===== src/rtl/font_text_reader.sv =====
// Character-cell text pixel generator: text RAM lookup -> font_ROM lookup -> serialised colour.
// Optional blinking cursor cell (FG/BG swap) when FONT_CURSOR_EN is defined.
module font_text_reader #(
    parameter int                H_CHARS  = 80,
    parameter int                V_CHARS  = 30,
    parameter int                RGB_W    = 12,
    parameter logic [RGB_W-1:0]  FG_COLOR = 12'hFFF,
    parameter logic [RGB_W-1:0]  BG_COLOR = 12'h000
) (
    input  logic             clk,
    input  logic             rst_n,
    input  logic             video_on,
    input  logic             hsync_in,
    input  logic             vsync_in,
    input  logic [9:0]       pixel_x,
    input  logic [9:0]       pixel_y,
`ifdef FONT_CURSOR_EN
    input  logic [6:0]       cursor_col,
    input  logic [4:0]       cursor_row,
`endif
    output logic [11:0]      tile_addr,
    input  logic [6:0]       char_code,
    output logic [10:0]      rom_addr,
    input  logic [7:0]       rom_data,
    output logic [RGB_W-1:0] rgb,
    output logic             hsync_out,
    output logic             vsync_out
);

    logic [6:0] col;
    logic [5:0] row;
    logic [3:0] glyph_row;
    logic [2:0] bit_sel;
    logic       in_text;

    assign col       = pixel_x[9:3];
    assign row       = pixel_y[9:4];
    assign glyph_row = pixel_y[3:0];
    assign bit_sel   = pixel_x[2:0];
    assign in_text   = (int'(col) < H_CHARS) && (int'(row) < V_CHARS);

    // Side-band shift registers; index 0 is stage 1, index 3 is stage 4.
    logic [3:0][2:0] bs_sr;
    logic [3:0]      act_sr;
    logic [3:0]      hs_sr;
    logic [3:0]      vs_sr;
    logic [3:0]      gr_s1;
    logic [3:0]      gr_s2;
    logic            cursor_inv;
    logic            pix;

    always_ff @(posedge clk) begin
        if (!rst_n) begin
            tile_addr <= '0;
            rom_addr  <= '0;
            bs_sr     <= '0;
            act_sr    <= '0;
            hs_sr     <= '1;
            vs_sr     <= '1;
            gr_s1     <= '0;
            gr_s2     <= '0;
        end else begin
            tile_addr <= 12'(int'(row) * H_CHARS + int'(col));
            rom_addr  <= {char_code, gr_s2};
            bs_sr     <= {bs_sr[2:0], bit_sel};
            act_sr    <= {act_sr[2:0], video_on & in_text};
            hs_sr     <= {hs_sr[2:0], hsync_in};
            vs_sr     <= {vs_sr[2:0], vsync_in};
            gr_s1     <= glyph_row;
            gr_s2     <= gr_s1;
        end
    end

`ifdef FONT_CURSOR_EN
    logic [5:0] frame_cnt;
    logic       vs_prev;
    logic [3:0] cur_sr;

    always_ff @(posedge clk) begin
        if (!rst_n) begin
            frame_cnt <= '0;
            vs_prev   <= 1'b1;
            cur_sr    <= '0;
        end else begin
            if (vs_prev && !vsync_in)
                frame_cnt <= frame_cnt + 6'd1;
            vs_prev <= vsync_in;
            cur_sr  <= {cur_sr[2:0],
                        frame_cnt[5] && (col == cursor_col) && (row == {1'b0, cursor_row})};
        end
    end

    assign cursor_inv = cur_sr[3];
`else
    assign cursor_inv = 1'b0;
`endif

    // ~bit_sel == 7 - bit_sel: MSB of the glyph row is the leftmost pixel.
    always_comb begin
        pix = rom_data[~bs_sr[3]] ^ cursor_inv;
    end

    always_ff @(posedge clk) begin
        if (!rst_n) begin
            rgb       <= '0;
            hsync_out <= 1'b1;
            vsync_out <= 1'b1;
        end else begin
            rgb       <= act_sr[3] ? (pix ? FG_COLOR : BG_COLOR) : '0;
            hsync_out <= hs_sr[3];
            vsync_out <= vs_sr[3];
        end
    end

endmodule


===== config.mk =====
export PLATFORM = sky130hd
export DESIGN_NAME = font_text_reader
export DESIGN_NICKNAME = d
export VERILOG_FILES = /design/src/rtl/font_text_reader.sv
export SDC_FILE = /design/constraint.sdc
export NUM_CORES = 1
export LEC_CHECK = 0
export ABC_AREA = 1
export CORE_MARGIN = 2
export CORE_UTILIZATION = 44
export CTS_BUF_LIST = sky130_fd_sc_hd__clkbuf_16
export DETAILED_ROUTE_END_ITERATION = 7
export PLACE_DENSITY = 0.84
export RECOVER_POWER = 50
export SLEW_MARGIN = 15
export SYNTH_ARGS = -nofsm -noshare
export SYNTH_HDL_FRONTEND = slang
export SYNTH_SLANG_ARGS = --single-unit

===== constraint.sdc =====
create_clock -name clk -period 2.09 [get_ports clk]
set_input_delay 0.209 -clock clk [delete_from_list [all_inputs] [get_ports clk]]
set_output_delay 0.209 -clock clk [all_outputs]
set_load 0.005 [all_outputs]

Word level (Yosys, flattened, before mapping):

Cells that the tools add are included.

* input bits: 40
* word-level logic and storage cells: 26
* output and inout port bits: 37
* register bits: 69

* muxes and demuxes: 3
* $mul: 1
* reductions and logical operators: 2
* bitwise operators: 2
* $lt $le $gt $ge: 3
* add/subtract/negate cells: 1

Operator list (number)
* 12-bit by 7-bit adder with 12-bit output: 1
* 12-bit 2-to-1 mux: 1
* 6-bit by 3-bit multiplier with 8-bit output, second input constant: 1
* 7-bit < comparator, second input constant: 1
* 6-bit by 5-bit < comparator with 1-bit output, second input constant: 1
* 3-bit by 4-bit < comparator with 1-bit output, second input constant: 1
* 1-bit binary-select mux with 3-bit select: 1
* 3-bit inverter: 1
* 2-bit AND reduction: 1
* 1-bit AND: 1
* 1-bit logical AND: 1
* 1-bit 2-to-1 mux: 1

Longest topological paths before layout:

* depth in word-level cells: 4
* mapped depth: 11
* mapped depth without buffers: 11

Least setup slack after synthesis:

Ideal clock, no wire load.

* path type: in2reg
* start: input pixel_y[5]
* end: register tile_addr[11]
* library setup time: 115 ps
* path buffers: 0
* stages on the path: 9
* slack: 240 ps
* required time: 1975 ps
* data arrival time: 1735 ps
* path through: ha_1 ha_1 fa_1 nand2_1 nand3b_1 nor2_2 nand3_1 nand2_1 nor2_1

* cells in the longest elaborated chain, start to end: 2

RTL lines
* start, declared: line 16 `input logic [9:0] pixel_y,`
* 6-bit by 3-bit multiplier with 8-bit output: line 63 `tile_addr <= 12'(int'(row) * H_CHARS + int'(col));`
* 12-bit by 7-bit adder with 12-bit output: line 63
* end signal, assigned: line 63
* end, declared: line 21 `output logic [11:0] tile_addr,`

Every way passes these cells.
A chain may end at the register's enable or synchronous reset.

Final worst setup path:

* start: input pixel_y[6]
* end: register tile_addr[11]

The elaborated chain is that of the path after synthesis.

==> results by group <==
Cells and area
  – Number of diodes: 0
  – Layout cells sized above 1: between 10 and 15%
  – Final nets: just under 400
  – Most common cell after layout, fill and taps aside: clkdlybuf4s50_1
  – Filler Cells Inserted: between 400 and 500
  – Area delta synth->final: 50.3%
  – Commonest cells after routing, fill and taps aside: clkdlybuf4s50_1, nand2_1, dfxtp_1
  – Finished Cell Area: ~0.0033 mm2

Drt
  – Iter 0 DRT Violations: 48
  – Wire length per cell: between 10 and 15 um
  – Vias: approximately 1,700
  – Post-route DRC violation count: 0
  – Number of routed nets with antenna violations: 0
  – Routed Wire Length: ~4100 um
  – Drt first pass iters: 5
  – Drt via density: between 4 and 5

Placed design
  – Place WS: -0.279 ns
  – Placement Cell Area: 0.00296 mm2
  – I/O Buffers: 76
  – RePlAce Congestion: between 0.8 and 0.9
  – DP HPWL: around 3000 um

Synthesis
  – Mapped Area: about 0.0022 mm2
  – Asr flop ratio synth: 0%
  – Top FF cell, synth: dfxtp_1
  – Yosys warning count: 0
  – Post-Synthesis Cells: 260
  – Post-Syn Nets: 313
  – Syn avg cell area: between 8 and 9 um2
  – FF+latch count, synth: slightly below 60
  – Post-synth cell types: 22
  – Number of synthesized flops with an enable pin: 0
  – Sequential fraction of the synthesis area: 53.4%

Worst setup path
  – Slowest Stage Delay on Critical Path: 0.56 ns
  – Crit path DAT: around 2.2 ns
  – Top delay family on crit path: adder cells
  – Max FO, Critical Path: 3
  – Cell mode on critical path: nand2_1
  – CP Capture Point: tile_addr[11]$_SDFF_PN0_
  – Reg2reg start: bs_sr[9]$_SDFF_PN0_
  – CP required: between 2 and 2.5 ns
  – Slowest library cell on the worst path: fa_1
  – Crit path launch type: input port
  – Critical path type: in2reg
  – CP cell instances: clkdlybuf4s50_1 > ha_1 > fa_1 > nand2_1 > nand3b_1 > nor2_2 > nand3_1 > nand2_1 > nor2_1
  – Worst R2R Path Depth: 7
  – Buf+Inv Stages, Crit Path: 1
  – Critical path depth in cells: 9
  – RR Endpoint: rgb[10]$_SDFF_PN0_
  – Worst setup EP type: flop
  – Flop-to-flop setup slack: 1.02 ns
  – Critical Path Start: pixel_y[6]

Pwr
  – Worst ir drop on vdd: between 0.5 and 0.6 mV
  – Total power: around 3000 uW
  – LEAKAGE: 0.00168 uW
  – Pwr Density: between 900 and 1000 mW/mm2

Die
  – Starting density of the core: ~46%
  – Chip height: roughly 74 um
  – Num ports: 77
  – Die width: ~74 um
  – Die area: about 0.0055 mm2
  – Core area: about 0.0048 mm2
  – Row cnt: 25

Timing
  – Final period utilization: between 90 and 100%
  – Final hold vios: 0
  – Fin. max-slew vios: 0
  – # setup viols final: 0
  – Max_slew headroom: 44.9%
  – Final WS setup: 0.120 ns
  – Worst-Margin Slew: 0.827 ns
  – Clock Skews: approximately 0.0024 ns
  – Minimum clock period: about 2 ns
  – Fmax: roughly 510 MHz
  – RSZ-0062 raised after global routing: no

Global route
  – First-pass GRT wire length: 6600 um
  – Vias in the first global route: ~1,600
  – Largest net degree at the start of global routing: 47
  – Total global routing track utilization: about 16%
  – Initial antenna violation count: 0
  – Global route total overflow: 0

Clock tree
  – CTS buffer count: 9
  – CTS tree: done
  – Hold buffer count at CTS: 0
  – Worst-path clk slew: about 0.050 ns
  – CTS sink count: 58
  – H-tree lvl count: 3
  – Post_cts resized: 0
  – Largest buffer count on any clock path: 2
  – Clk Latency, worst-skew pair: between 0.3 and 0.4 ns
  – Number of setup buffers added after CTS: 0
  – CTS root buf: clkbuf_16

Status
  – Outcome: completed

Min path
  – Hold WC Path Type: in2reg

Run
  – Total of max-cap violations: 0
stage by stage:
stage / cells / setup TNS [ns] / hold slack, ns / util [%]
global placement: 393 / -0.467 / 0.392 / 62.2
floorplan: 260 / 0 / 0.307 / -
finish: 409 / 0 / 0.323 / 68.8
detailed placement: 393 / -0.654 / 0.398 / 62.2
CTS: 409 / 0 / 0.352 / 68.7
global route: 409 / 0 / 0.379 / 68.8
worst min path at each step:
stage / startpoint / to / slack [ns] / depth (start not counted)
after floorplan: pixel_x[0] / bs_sr[0]$_SDFF_PN0_ / 0.31 / 2
after global placement: gr_s2[3]$_SDFF_PN0_ / rom_addr[3]$_SDFF_PN0_ / 0.39 / 2
after detailed placement: gr_s2[3]$_SDFF_PN0_ / rom_addr[3]$_SDFF_PN0_ / 0.40 / 2
after CTS: rst_n / tile_addr[8]$_SDFF_PN0_ / 0.35 / 3
after global routing: pixel_y[7] / act_sr[0]$_SDFF_PN0_ / 0.38 / 3
final: rst_n / tile_addr[8]$_SDFF_PN0_ / 0.32 / 3
worst min-delay path, delay by kind of cell:
family | cells | cell delay, ns
AND/OR/NAND/NOR | 1 | 0.10
buffers and inverters | 2 | 0.28
metal layers:
layer / vias up / track usage [%] / part of all wire, %
met1: 760 / 16.3 / 43
li1: 916 / - / -
met2: 59 / 29.2 / 49
met3: 8 / 5.42 / 6.8
met4: 0 / 8.53 / 0.70
met5: - / 0 / 0
report_power, final:
group          internal, uW  switching (uW)
logic                   197             150
registers              1160            16.3
clock network          1030             462
synthesized netlist by cell type (2+ instances only):
cell	number	area (um2)
nand2_1	66	248
dfxtp_1	58	1160
inv_1	51	191
nor2_1	12	45.0
buf_4	11	82.6
ha_1	11	138
or2_2	10	62.6
nand3_1	8	40.0
o21ai_0	7	35.0
a21oi_1	6	30.0
buf_2	5	25.0
nor2_2	3	18.8
fa_1	2	40.0
nand4_1	2	12.5
cell type report:
cell class                 count  area (um2)  area share (%)
multi-input combinational    132         707            21.6
clock inverter                 7        85.1            2.60
clock buffer                   9         225            6.89
tap                           67        83.8            2.56
inverter                      53         199            6.08
timing repair buffer          83         810            24.8
sequential                    58        1160            35.5
cells by family after synthesis:
logic type,Yosys count,share of synthesized area (%)
flip-flops,58,53.4
adder cells (fa/ha/maj),13,8.17
AO/OA/AOI/OAI,14,3.39
buffers and inverters,70,14.3
AND/OR/NAND/NOR,105,20.8
state kept, by name, summed over array words and instances, names as in the netlist:
register	cells
hsync_out	1
tile_addr	12
gr_s1	4
hs_sr	4
vsync_out	1
vs_sr	4
gr_s2	4
act_sr	4
bs_sr	12
rgb	1
rom_addr	11
No activity file was read; power rests on OpenSTA's default activity.
